`config.mk`:
```
export PLATFORM = sky130hd
export DESIGN_NAME = wb_trace_fifo_flat
export DESIGN_NICKNAME = d
export VERILOG_FILES = /design/src/rtl/wb_trace_fifo_pkg.sv /design/src/rtl/wb_trace_fifo_if.sv /design/src/rtl/wb_trace_fifo_store.sv /design/src/rtl/wb_trace_fifo.sv /design/src/flat_wrapper.sv
export SDC_FILE = /design/constraint.sdc
export NUM_CORES = 2
export LEC_CHECK = 0
export ABC_CLOCK_PERIOD_IN_PS = 11270
export CORE_ASPECT_RATIO = 0.6
export CORE_MARGIN = 2
export CORE_UTILIZATION = 50
export CTS_CLUSTER_SIZE = 20
export DETAILED_ROUTE_END_ITERATION = 16
export HOLD_SLACK_MARGIN = 0.05
export PLACE_DENSITY = 0.65
export REMOVE_ABC_BUFFERS = 1
export SYNTH_ARGS = -nofsm -noshare
export SYNTH_HDL_FRONTEND = slang
export SYNTH_SLANG_ARGS = --single-unit
```
`constraint.sdc`:
```
create_clock -name clk -period 11.27 [get_ports clk]
set_input_delay 1.6905 -clock clk [delete_from_list [all_inputs] [get_ports clk]]
set_output_delay 1.6905 -clock clk [all_outputs]
set_load 0.05 [all_outputs]
```
`src/rtl/wb_trace_fifo_pkg.sv`:
```
// Shared trace-entry layout and kind codes for the commit-trace FIFO.
// One entry is {kind, pc, addr, data} = 97 bits.
package wb_trace_fifo_pkg;

    localparam logic KIND_GRF = 1'b0;
    localparam logic KIND_DM  = 1'b1;

    localparam int PC_W    = 32;
    localparam int ADDR_W  = 32;
    localparam int DATA_W  = 32;
    localparam int ENTRY_W = 1 + PC_W + ADDR_W + DATA_W;

    typedef struct packed {
        logic              kind;
        logic [PC_W-1:0]   pc;
        logic [ADDR_W-1:0] addr;
        logic [DATA_W-1:0] data;
    } trace_entry_t;

endpackage

```
`src/rtl/wb_trace_fifo_if.sv`:
```
// Capture/drain bundle for the commit-trace FIFO.
// The slave side is the FIFO; the master side is the core plus the trace consumer.
interface wb_trace_fifo_if #(
    parameter int DEPTH = 16,
    parameter int CNT_W = 16
);
    localparam int CW = $clog2(DEPTH) + 1;

    logic             clear;
    logic [31:0]      pc;
    logic             grf_we;
    logic [4:0]       grf_addr;
    logic [31:0]      grf_wdata;
    logic             dm_we;
    logic [31:0]      dm_addr;
    logic [31:0]      dm_wdata;
    logic             out_valid;
    logic             out_ready;
    logic             out_kind;
    logic [31:0]      out_pc;
    logic [31:0]      out_addr;
    logic [31:0]      out_data;
    logic [CW-1:0]    count;
    logic             overflow;
    logic [CNT_W-1:0] drop_cnt;

    modport master (
        output clear, pc, grf_we, grf_addr, grf_wdata, dm_we, dm_addr, dm_wdata, out_ready,
        input  out_valid, out_kind, out_pc, out_addr, out_data, count, overflow, drop_cnt
    );

    modport slave (
        input  clear, pc, grf_we, grf_addr, grf_wdata, dm_we, dm_addr, dm_wdata, out_ready,
        output out_valid, out_kind, out_pc, out_addr, out_data, count, overflow, drop_cnt
    );

endinterface

```
`src/rtl/wb_trace_fifo_store.sv`:
```
// Entry storage: DEPTH x trace_entry_t, two write ports, one asynchronous read port.
// Contents are never reset; validity is tracked by the owner's pointers.
module wb_trace_fifo_store
    import wb_trace_fifo_pkg::*;
#(
    parameter int DEPTH = 16,
    localparam int AW   = $clog2(DEPTH)
) (
    input  logic         clk,
    input  logic         we0,
    input  logic [AW-1:0] wa0,
    input  trace_entry_t wd0,
    input  logic         we1,
    input  logic [AW-1:0] wa1,
    input  trace_entry_t wd1,
    input  logic [AW-1:0] ra,
    output trace_entry_t rd
);

    trace_entry_t mem_q [DEPTH];

    // The owner never enables both ports onto the same slot.
    always_ff @(posedge clk) begin
        if (we0) mem_q[wa0] <= wd0;
        if (we1) mem_q[wa1] <= wd1;
    end

    assign rd = mem_q[ra];

endmodule

```
`src/rtl/wb_trace_fifo.sv`:
```
// Commit-trace FIFO: captures GRF writes and DM stores with their PC, drains one per
// handshake, and counts (saturating) every event rejected for lack of space.
module wb_trace_fifo
    import wb_trace_fifo_pkg::*;
#(
    parameter int DEPTH = 16,
    parameter int CNT_W = 16
) (
    input logic            clk,
    input logic            reset,
    wb_trace_fifo_if.slave bus
);

    localparam int AW = $clog2(DEPTH);
    localparam int CW = AW + 1;

    logic [AW-1:0]    wr_ptr_q, wr_ptr_d;
    logic [AW-1:0]    rd_ptr_q, rd_ptr_d;
    logic [CW-1:0]    count_q, count_d;
    logic             overflow_q, overflow_d;
    logic [CNT_W-1:0] drop_cnt_q, drop_cnt_d;

    logic             ev_g, ev_d, pop, acc_g, acc_d;
    logic [CW:0]      free;
    logic [1:0]       n_drop;
    logic [CNT_W:0]   drop_sum;
    logic             we0, we1;
    logic [AW-1:0]    wa1;
    trace_entry_t     wd0, wd1, head;

    always_comb begin
        ev_g = bus.grf_we && (bus.grf_addr != 5'd0);
        ev_d = bus.dm_we;
        pop  = (count_q != '0) && bus.out_ready;

        // A same-cycle pop frees a slot the pushes may use.
        free  = (CW+1)'(DEPTH) - {1'b0, count_q} + (CW+1)'(pop);
        acc_g = ev_g && (free != '0);
        acc_d = ev_d && (free > (CW+1)'(acc_g));

        n_drop   = 2'(ev_g && !acc_g) + 2'(ev_d && !acc_d);
        drop_sum = {1'b0, drop_cnt_q} + (CNT_W+1)'(n_drop);

        wd0.kind = KIND_GRF;
        wd0.pc   = bus.pc;
        wd0.addr = {27'b0, bus.grf_addr};
        wd0.data = bus.grf_wdata;
        wd1.kind = KIND_DM;
        wd1.pc   = bus.pc;
        wd1.addr = bus.dm_addr;
        wd1.data = bus.dm_wdata;

        we0 = acc_g && !bus.clear;
        we1 = acc_d && !bus.clear;
        wa1 = wr_ptr_q + AW'(acc_g);

        wr_ptr_d   = wr_ptr_q + AW'(acc_g) + AW'(acc_d);
        rd_ptr_d   = rd_ptr_q + AW'(pop);
        count_d    = count_q + CW'(acc_g) + CW'(acc_d) - CW'(pop);
        overflow_d = overflow_q || (n_drop != 2'd0);
        drop_cnt_d = drop_sum[CNT_W] ? '1 : drop_sum[CNT_W-1:0];

        // Flush wins over everything; that cycle's events are neither stored nor counted.
        if (bus.clear) begin
            wr_ptr_d   = '0;
            rd_ptr_d   = '0;
            count_d    = '0;
            overflow_d = 1'b0;
            drop_cnt_d = '0;
        end
    end

    always_ff @(posedge clk or negedge reset) begin
        if (!reset) begin
            wr_ptr_q   <= '0;
            rd_ptr_q   <= '0;
            count_q    <= '0;
            overflow_q <= 1'b0;
            drop_cnt_q <= '0;
        end else begin
            wr_ptr_q   <= wr_ptr_d;
            rd_ptr_q   <= rd_ptr_d;
            count_q    <= count_d;
            overflow_q <= overflow_d;
            drop_cnt_q <= drop_cnt_d;
        end
    end

    wb_trace_fifo_store #(.DEPTH(DEPTH)) u_store (
        .clk (clk),
        .we0 (we0),
        .wa0 (wr_ptr_q),
        .wd0 (wd0),
        .we1 (we1),
        .wa1 (wa1),
        .wd1 (wd1),
        .ra  (rd_ptr_q),
        .rd  (head)
    );

    assign bus.out_valid = (count_q != '0);
    assign bus.out_kind  = bus.out_valid ? head.kind : 1'b0;
    assign bus.out_pc    = bus.out_valid ? head.pc   : '0;
    assign bus.out_addr  = bus.out_valid ? head.addr : '0;
    assign bus.out_data  = bus.out_valid ? head.data : '0;
    assign bus.count     = count_q;
    assign bus.overflow  = overflow_q;
    assign bus.drop_cnt  = drop_cnt_q;

endmodule

```
`src/flat_wrapper.sv`:
```
// flat-port wrapper written by rule: the top's interface ports become plain ports
module wb_trace_fifo_flat import wb_trace_fifo_pkg::*;
#(
    parameter int DEPTH = 16,
    parameter int CNT_W = 16
)
  (clk, reset, bus_clear, bus_pc, bus_grf_we, bus_grf_addr, bus_grf_wdata, bus_dm_we, bus_dm_addr, bus_dm_wdata, bus_out_ready, bus_out_valid, bus_out_kind, bus_out_pc, bus_out_addr, bus_out_data, bus_count, bus_overflow, bus_drop_cnt);
  wb_trace_fifo_if #(.DEPTH(DEPTH), .CNT_W(CNT_W)) bus_i ();
  input logic clk;
  input logic reset;
  input wire logic [$bits(bus_i.clear)-1:0] bus_clear;
  input wire logic [$bits(bus_i.pc)-1:0] bus_pc;
  input wire logic [$bits(bus_i.grf_we)-1:0] bus_grf_we;
  input wire logic [$bits(bus_i.grf_addr)-1:0] bus_grf_addr;
  input wire logic [$bits(bus_i.grf_wdata)-1:0] bus_grf_wdata;
  input wire logic [$bits(bus_i.dm_we)-1:0] bus_dm_we;
  input wire logic [$bits(bus_i.dm_addr)-1:0] bus_dm_addr;
  input wire logic [$bits(bus_i.dm_wdata)-1:0] bus_dm_wdata;
  input wire logic [$bits(bus_i.out_ready)-1:0] bus_out_ready;
  output wire logic [$bits(bus_i.out_valid)-1:0] bus_out_valid;
  output wire logic [$bits(bus_i.out_kind)-1:0] bus_out_kind;
  output wire logic [$bits(bus_i.out_pc)-1:0] bus_out_pc;
  output wire logic [$bits(bus_i.out_addr)-1:0] bus_out_addr;
  output wire logic [$bits(bus_i.out_data)-1:0] bus_out_data;
  output wire logic [$bits(bus_i.count)-1:0] bus_count;
  output wire logic [$bits(bus_i.overflow)-1:0] bus_overflow;
  output wire logic [$bits(bus_i.drop_cnt)-1:0] bus_drop_cnt;
  assign bus_i.clear = bus_clear;
  assign bus_i.pc = bus_pc;
  assign bus_i.grf_we = bus_grf_we;
  assign bus_i.grf_addr = bus_grf_addr;
  assign bus_i.grf_wdata = bus_grf_wdata;
  assign bus_i.dm_we = bus_dm_we;
  assign bus_i.dm_addr = bus_dm_addr;
  assign bus_i.dm_wdata = bus_dm_wdata;
  assign bus_i.out_ready = bus_out_ready;
  assign bus_out_valid = bus_i.out_valid;
  assign bus_out_kind = bus_i.out_kind;
  assign bus_out_pc = bus_i.out_pc;
  assign bus_out_addr = bus_i.out_addr;
  assign bus_out_data = bus_i.out_data;
  assign bus_count = bus_i.count;
  assign bus_overflow = bus_i.overflow;
  assign bus_drop_cnt = bus_i.drop_cnt;
  wb_trace_fifo #(.DEPTH(DEPTH), .CNT_W(CNT_W)) u_core (.clk(clk), .reset(reset), .bus(bus_i));
endmodule
```
==> metrics.log <==
INFO  metric timing.hold.ws = 0.474 ns
INFO  metric row_count = 111
INFO  metric die_y = 309 um
INFO  metric clock_sinks = 1582
INFO  metric die_area = 158000 um^2
INFO  metric grt_first_pass_wirelength = 327000 um
INFO  metric synthCells = 5387
INFO  metric io_pins = 259
INFO  metric postSynth.topFlopCell = sky130_fd_sc_hd__edfxtp_1
INFO  metric area_of_all_placed_cells_without_fillers = 86700 um^2
INFO  metric timing_worst_slew_pin_value = 1.27 ns
INFO  metric worst_path_dominant_cell_family = simple AND/OR/NAND/NOR gates
INFO  metric place.detailed.hpwl = 121000 um
INFO  metric timing_max_transition_violations_final = 0
INFO  metric critPathCaptureType = register
INFO  metric grt_antenna_before_repair = 6
INFO  metric cts_tree = done
INFO  metric timing.critical_path.slowest_cell_delay = 0.93 ns
INFO  metric seqCellArea = 47200 um^2
INFO  metric maxCapViolCount = 0
INFO  metric setup_repair_after_global_routing_missed_its_margin = false
INFO  metric critPathBufInv = 4
INFO  metric globalRouteTotalUtil = 28.3%
INFO  metric grt.overflow.total = 0
INFO  metric drt_pass1_iterations = 6
INFO  metric final_total_power = 18.0 mW
INFO  metric timing.critical_path.slowest_stage_cell = sky130_fd_sc_hd__nor2_4
INFO  metric max-clock-path-buffers = 3
INFO  metric num-fill-cells = 12200
INFO  metric static_leakage = 27.4 nW
INFO  metric setup_viol = 0
INFO  metric worstPathArrival = 7.81 ns
INFO  metric run_status = completed
INFO  metric crit_path_frequent_cell = sky130_fd_sc_hd__ha_1
INFO  metric yosys_register_bits = 1582
INFO  metric tightest_hold_check_type = register to register
INFO  metric synthesis.yosys.warnings = 0
INFO  metric post_dp_cell_area = 82100 um^2
INFO  metric timing.critical_path.cells = clkdlybuf4s50_1 > nand2_1 > ha_1 > inv_1 > ha_1 > xnor2_1 > or3b_1 > or3_1 > nand2_1 > inv_1 > ha_1 > ha_1 > xor2_1 > nand2_1 > nor2_4 > buf_4 > mux2_2
INFO  metric summed_instance_area_of_the_synthesized_netlist = 77600 um^2
INFO  metric power_density_normalized_to_cell_area = 208 nW/um^2
INFO  metric core = 153000 um^2
INFO  metric cts_root_buffer = sky130_fd_sc_hd__clkbuf_16
INFO  metric cts_inserted_buffers = 150
INFO  metric worstPathMaxFanout = 42
INFO  metric post-synth-top-area-fraction = 59.5%
INFO  metric worst_setup_path_start_kind = primary input
INFO  metric ant_nets = 0
INFO  metric max_slew_margin = 15.1%
INFO  metric synth_cell_type_count = 52
INFO  metric post-route-drc-count = 0
INFO  metric multi_input_comb_area = 28800 um^2
INFO  metric layoutNonFillerInstCount = 7584
INFO  metric io_buffer_count = 258
INFO  metric worst-endpoint-required = 11.80 ns
INFO  metric effective_utilization_at_floorplan = 50.6%
INFO  metric nets = 5594
INFO  metric final_layout_size_suffix_gt1_share = 23.0%
INFO  metric number_of_enable_flip_flop_cells_after_synthesis = 1536
INFO  metric first_global_vias = 47400
INFO  metric postCtsHoldBufs = 0
INFO  metric finalWorstPathRequiredPeriod = 7.28 ns
INFO  metric synthDominantAreaCellType = sky130_fd_sc_hd__edfxtp_1
INFO  metric worstSkewPairLatency = 0.79 ns
INFO  metric setup_slack_after_layout = 3.99 ns
INFO  metric setup.worst_path.class = primary input to register
INFO  metric synthesized_area_divided_by_synthesized_cell_count = 14.4 um^2
INFO  metric post-route-period-util = 64.6%
INFO  metric area.growth.synth_to_final = 11.8%
INFO  metric fin_tns_setup = 0 ns
INFO  metric cts-resized-gates = 0
INFO  metric deepest_level_of_the_cts_h_tree = 4
INFO  metric synth.top_cells.by_area = sky130_fd_sc_hd__edfxtp_1 59%, sky130_fd_sc_hd__mux4_2 11%, sky130_fd_sc_hd__mux2_2 7.7%
INFO  metric routed_wl = 223000 um
INFO  metric post_route_skew = 0.0245 ns
INFO  metric dp_worst_setup_slack = 3.28 ns
INFO  metric final_hold_violations = 0
INFO  metric grt_max_degree = 129
INFO  metric ir_worst_vdd = 0.303 mV
INFO  metric num_vias = 47000
INFO  metric cts.clk_slew.worst_paths = 0.07 ns
INFO  metric dp.cells = 7314
INFO  metric dr.first_iter.drc_count = 5424
INFO  metric clock.fmax = 0.137 GHz
INFO  metric post_cts_buffers = 0
INFO  metric synth-seq-area-share = 60.8%
INFO  metric routedWlPerCell = 29.4 um
INFO  metric finalCoreUtilization = 56.5%
INFO  metric routabilityCongestion = 0.829
INFO  metric ys_async_sr_fraction = 1.90%
INFO  metric die_x = 513 um
INFO  metric drt-vias-per-instance = 6.19
==> per-layer routing <==
metal,GRT usage [%],wire length [um],vias to the layer above
li1,-,-,20000
met1,42.0,97000,24200
met2,42.7,100000,2367
met3,5.54,20400,318
met4,7.68,5140,6
met5,0,38,-
==> placed cells by master (no fill, tap or decap), types with 30 or more instances in the layout <==
cell and count:
sky130_fd_sc_hd__buf_4 80, sky130_fd_sc_hd__o31ai_1 36, sky130_fd_sc_hd__nor2_1 787, sky130_fd_sc_hd__clkbuf_1 42
sky130_fd_sc_hd__o21ai_0 30, sky130_fd_sc_hd__clkbuf_16 152, sky130_fd_sc_hd__o22ai_1 97, sky130_fd_sc_hd__edfxtp_1 1536
sky130_fd_sc_hd__mux4_2 388, sky130_fd_sc_hd__nor2b_1 46, sky130_fd_sc_hd__nand2_1 292, sky130_fd_sc_hd__clkdlybuf4s50_1 257
sky130_fd_sc_hd__mux2_2 531, sky130_fd_sc_hd__and2_1 729, sky130_fd_sc_hd__mux2i_1 194
==> cells by family (layout without fill, tap and decap cells) <==
| kind of cell | count (synthesis) | after routing | share of synthesized area [%] |
|---|---|---|---|
| compound gates | 219 | 219 | 1.95 |
| other cells | 0 | 2 | 0 |
| xor+xnor | 21 | 21 | 0.256 |
| simple gates | 1930 | 1930 | 12.1 |
| buf+inv | 475 | 636 | 2.66 |
| fa+ha+maj | 23 | 23 | 0.400 |
| flops | 1582 | 1582 | 60.8 |
| mux | 1137 | 1137 | 21.8 |
==> area by class of cell <==
type                       instances  area share, %
multi-input combinational       3330           33.2
timing repair buffer             353           4.03
sequential                      1582           54.5
tap                             2034           2.94
clock buffer                     195           4.59
inverter                          15         0.0650
clock inverter                    73          0.738
antenna                            2        0.00577
==> worst reg2reg max path, cell delays in order (launching register included) <==
cell and delay, ns:
sky130_fd_sc_hd__dfrtp_1 0.44, sky130_fd_sc_hd__inv_1 0.13, sky130_fd_sc_hd__ha_1 0.22, sky130_fd_sc_hd__nand3_1 0.33
sky130_fd_sc_hd__nand2_1 0.26, sky130_fd_sc_hd__ha_1 0.26, sky130_fd_sc_hd__inv_1 0.07, sky130_fd_sc_hd__ha_1 0.23
sky130_fd_sc_hd__xnor2_1 0.16, sky130_fd_sc_hd__or3b_1 0.65, sky130_fd_sc_hd__or3_1 0.41, sky130_fd_sc_hd__nand2_1 0.11
sky130_fd_sc_hd__inv_1 0.09, sky130_fd_sc_hd__ha_1 0.21, sky130_fd_sc_hd__ha_1 0.22, sky130_fd_sc_hd__xor2_1 0.38
sky130_fd_sc_hd__nand2_1 0.63, sky130_fd_sc_hd__nor2_4 0.93, sky130_fd_sc_hd__buf_4 0.77, sky130_fd_sc_hd__mux2_2 0.46
==> cells in the mapped netlist, types with 2 or more instances <==
cell type,n
sky130_fd_sc_hd__a21oi_1,19
sky130_fd_sc_hd__a31oi_1,3
sky130_fd_sc_hd__and2_1,733
sky130_fd_sc_hd__and3_1,4
sky130_fd_sc_hd__and4_1,3
sky130_fd_sc_hd__buf_1,39
sky130_fd_sc_hd__buf_2,101
sky130_fd_sc_hd__buf_4,35
sky130_fd_sc_hd__buf_6,3
sky130_fd_sc_hd__clkbuf_1,282
sky130_fd_sc_hd__dfrtp_1,30
sky130_fd_sc_hd__dfxtp_1,16
sky130_fd_sc_hd__edfxtp_1,1536
sky130_fd_sc_hd__fa_1,3
sky130_fd_sc_hd__ha_1,20
sky130_fd_sc_hd__inv_1,15
sky130_fd_sc_hd__mux2_1,24
sky130_fd_sc_hd__mux2_2,531
sky130_fd_sc_hd__mux2i_1,194
sky130_fd_sc_hd__mux4_2,388
sky130_fd_sc_hd__nand2_1,296
sky130_fd_sc_hd__nand2b_1,11
sky130_fd_sc_hd__nand3_1,10
sky130_fd_sc_hd__nor2_1,790
sky130_fd_sc_hd__nor2_2,10
sky130_fd_sc_hd__nor2b_1,48
sky130_fd_sc_hd__nor3_1,7
sky130_fd_sc_hd__nor4_1,4
sky130_fd_sc_hd__nor4b_1,2
sky130_fd_sc_hd__o21ai_0,30
sky130_fd_sc_hd__o21bai_1,2
sky130_fd_sc_hd__o22ai_1,112
sky130_fd_sc_hd__o311ai_2,8
sky130_fd_sc_hd__o311ai_4,2
sky130_fd_sc_hd__o31ai_1,36
sky130_fd_sc_hd__or3_1,6
sky130_fd_sc_hd__xnor2_1,13
sky130_fd_sc_hd__xnor2_2,2
sky130_fd_sc_hd__xor2_1,6
==> flip-flops by register name (all words and copies together) (netlist names) <==
register              count
u_core.bus.count          5
u_core.bus.drop_cnt      16
u_core.bus.overflow       1
u_core.rd_ptr_q           4
u_core.u_store.mem_q   1552
u_core.wr_ptr_q           4
==> worst paths after layout <==
path / from / end / slack [ns] / cells after the start
hold / removal: u_core.u_store.mem_q[8][96] / u_core.u_store.mem_q[8][96] / 0.47 / 2
setup / recovery: bus_out_ready / u_core.u_store.mem_q[6][25] / 3.99 / 17
hold reg to reg: u_core.u_store.mem_q[8][96] / u_core.u_store.mem_q[8][96] / 0.47 / 2
max in group asynchronous: reset / u_core.rd_ptr_q[2] / 9.65 / 2
setup reg to reg: u_core.bus.count[3] / u_core.u_store.mem_q[6][25] / 4.04 / 19
min in group asynchronous: reset / u_core.bus.overflow / 1.29 / 2
==> power breakdown <==
group / switching, mW / internal [mW] / total [mW]
Clock: 2.28 / 2.70 / 4.98
Combinational: 3.90 / 2.01 / 5.91
Sequential: 0.170 / 6.97 / 7.14
Total: 6.35 / 11.7 / 18.0
(Power assumes the default switching activity.)
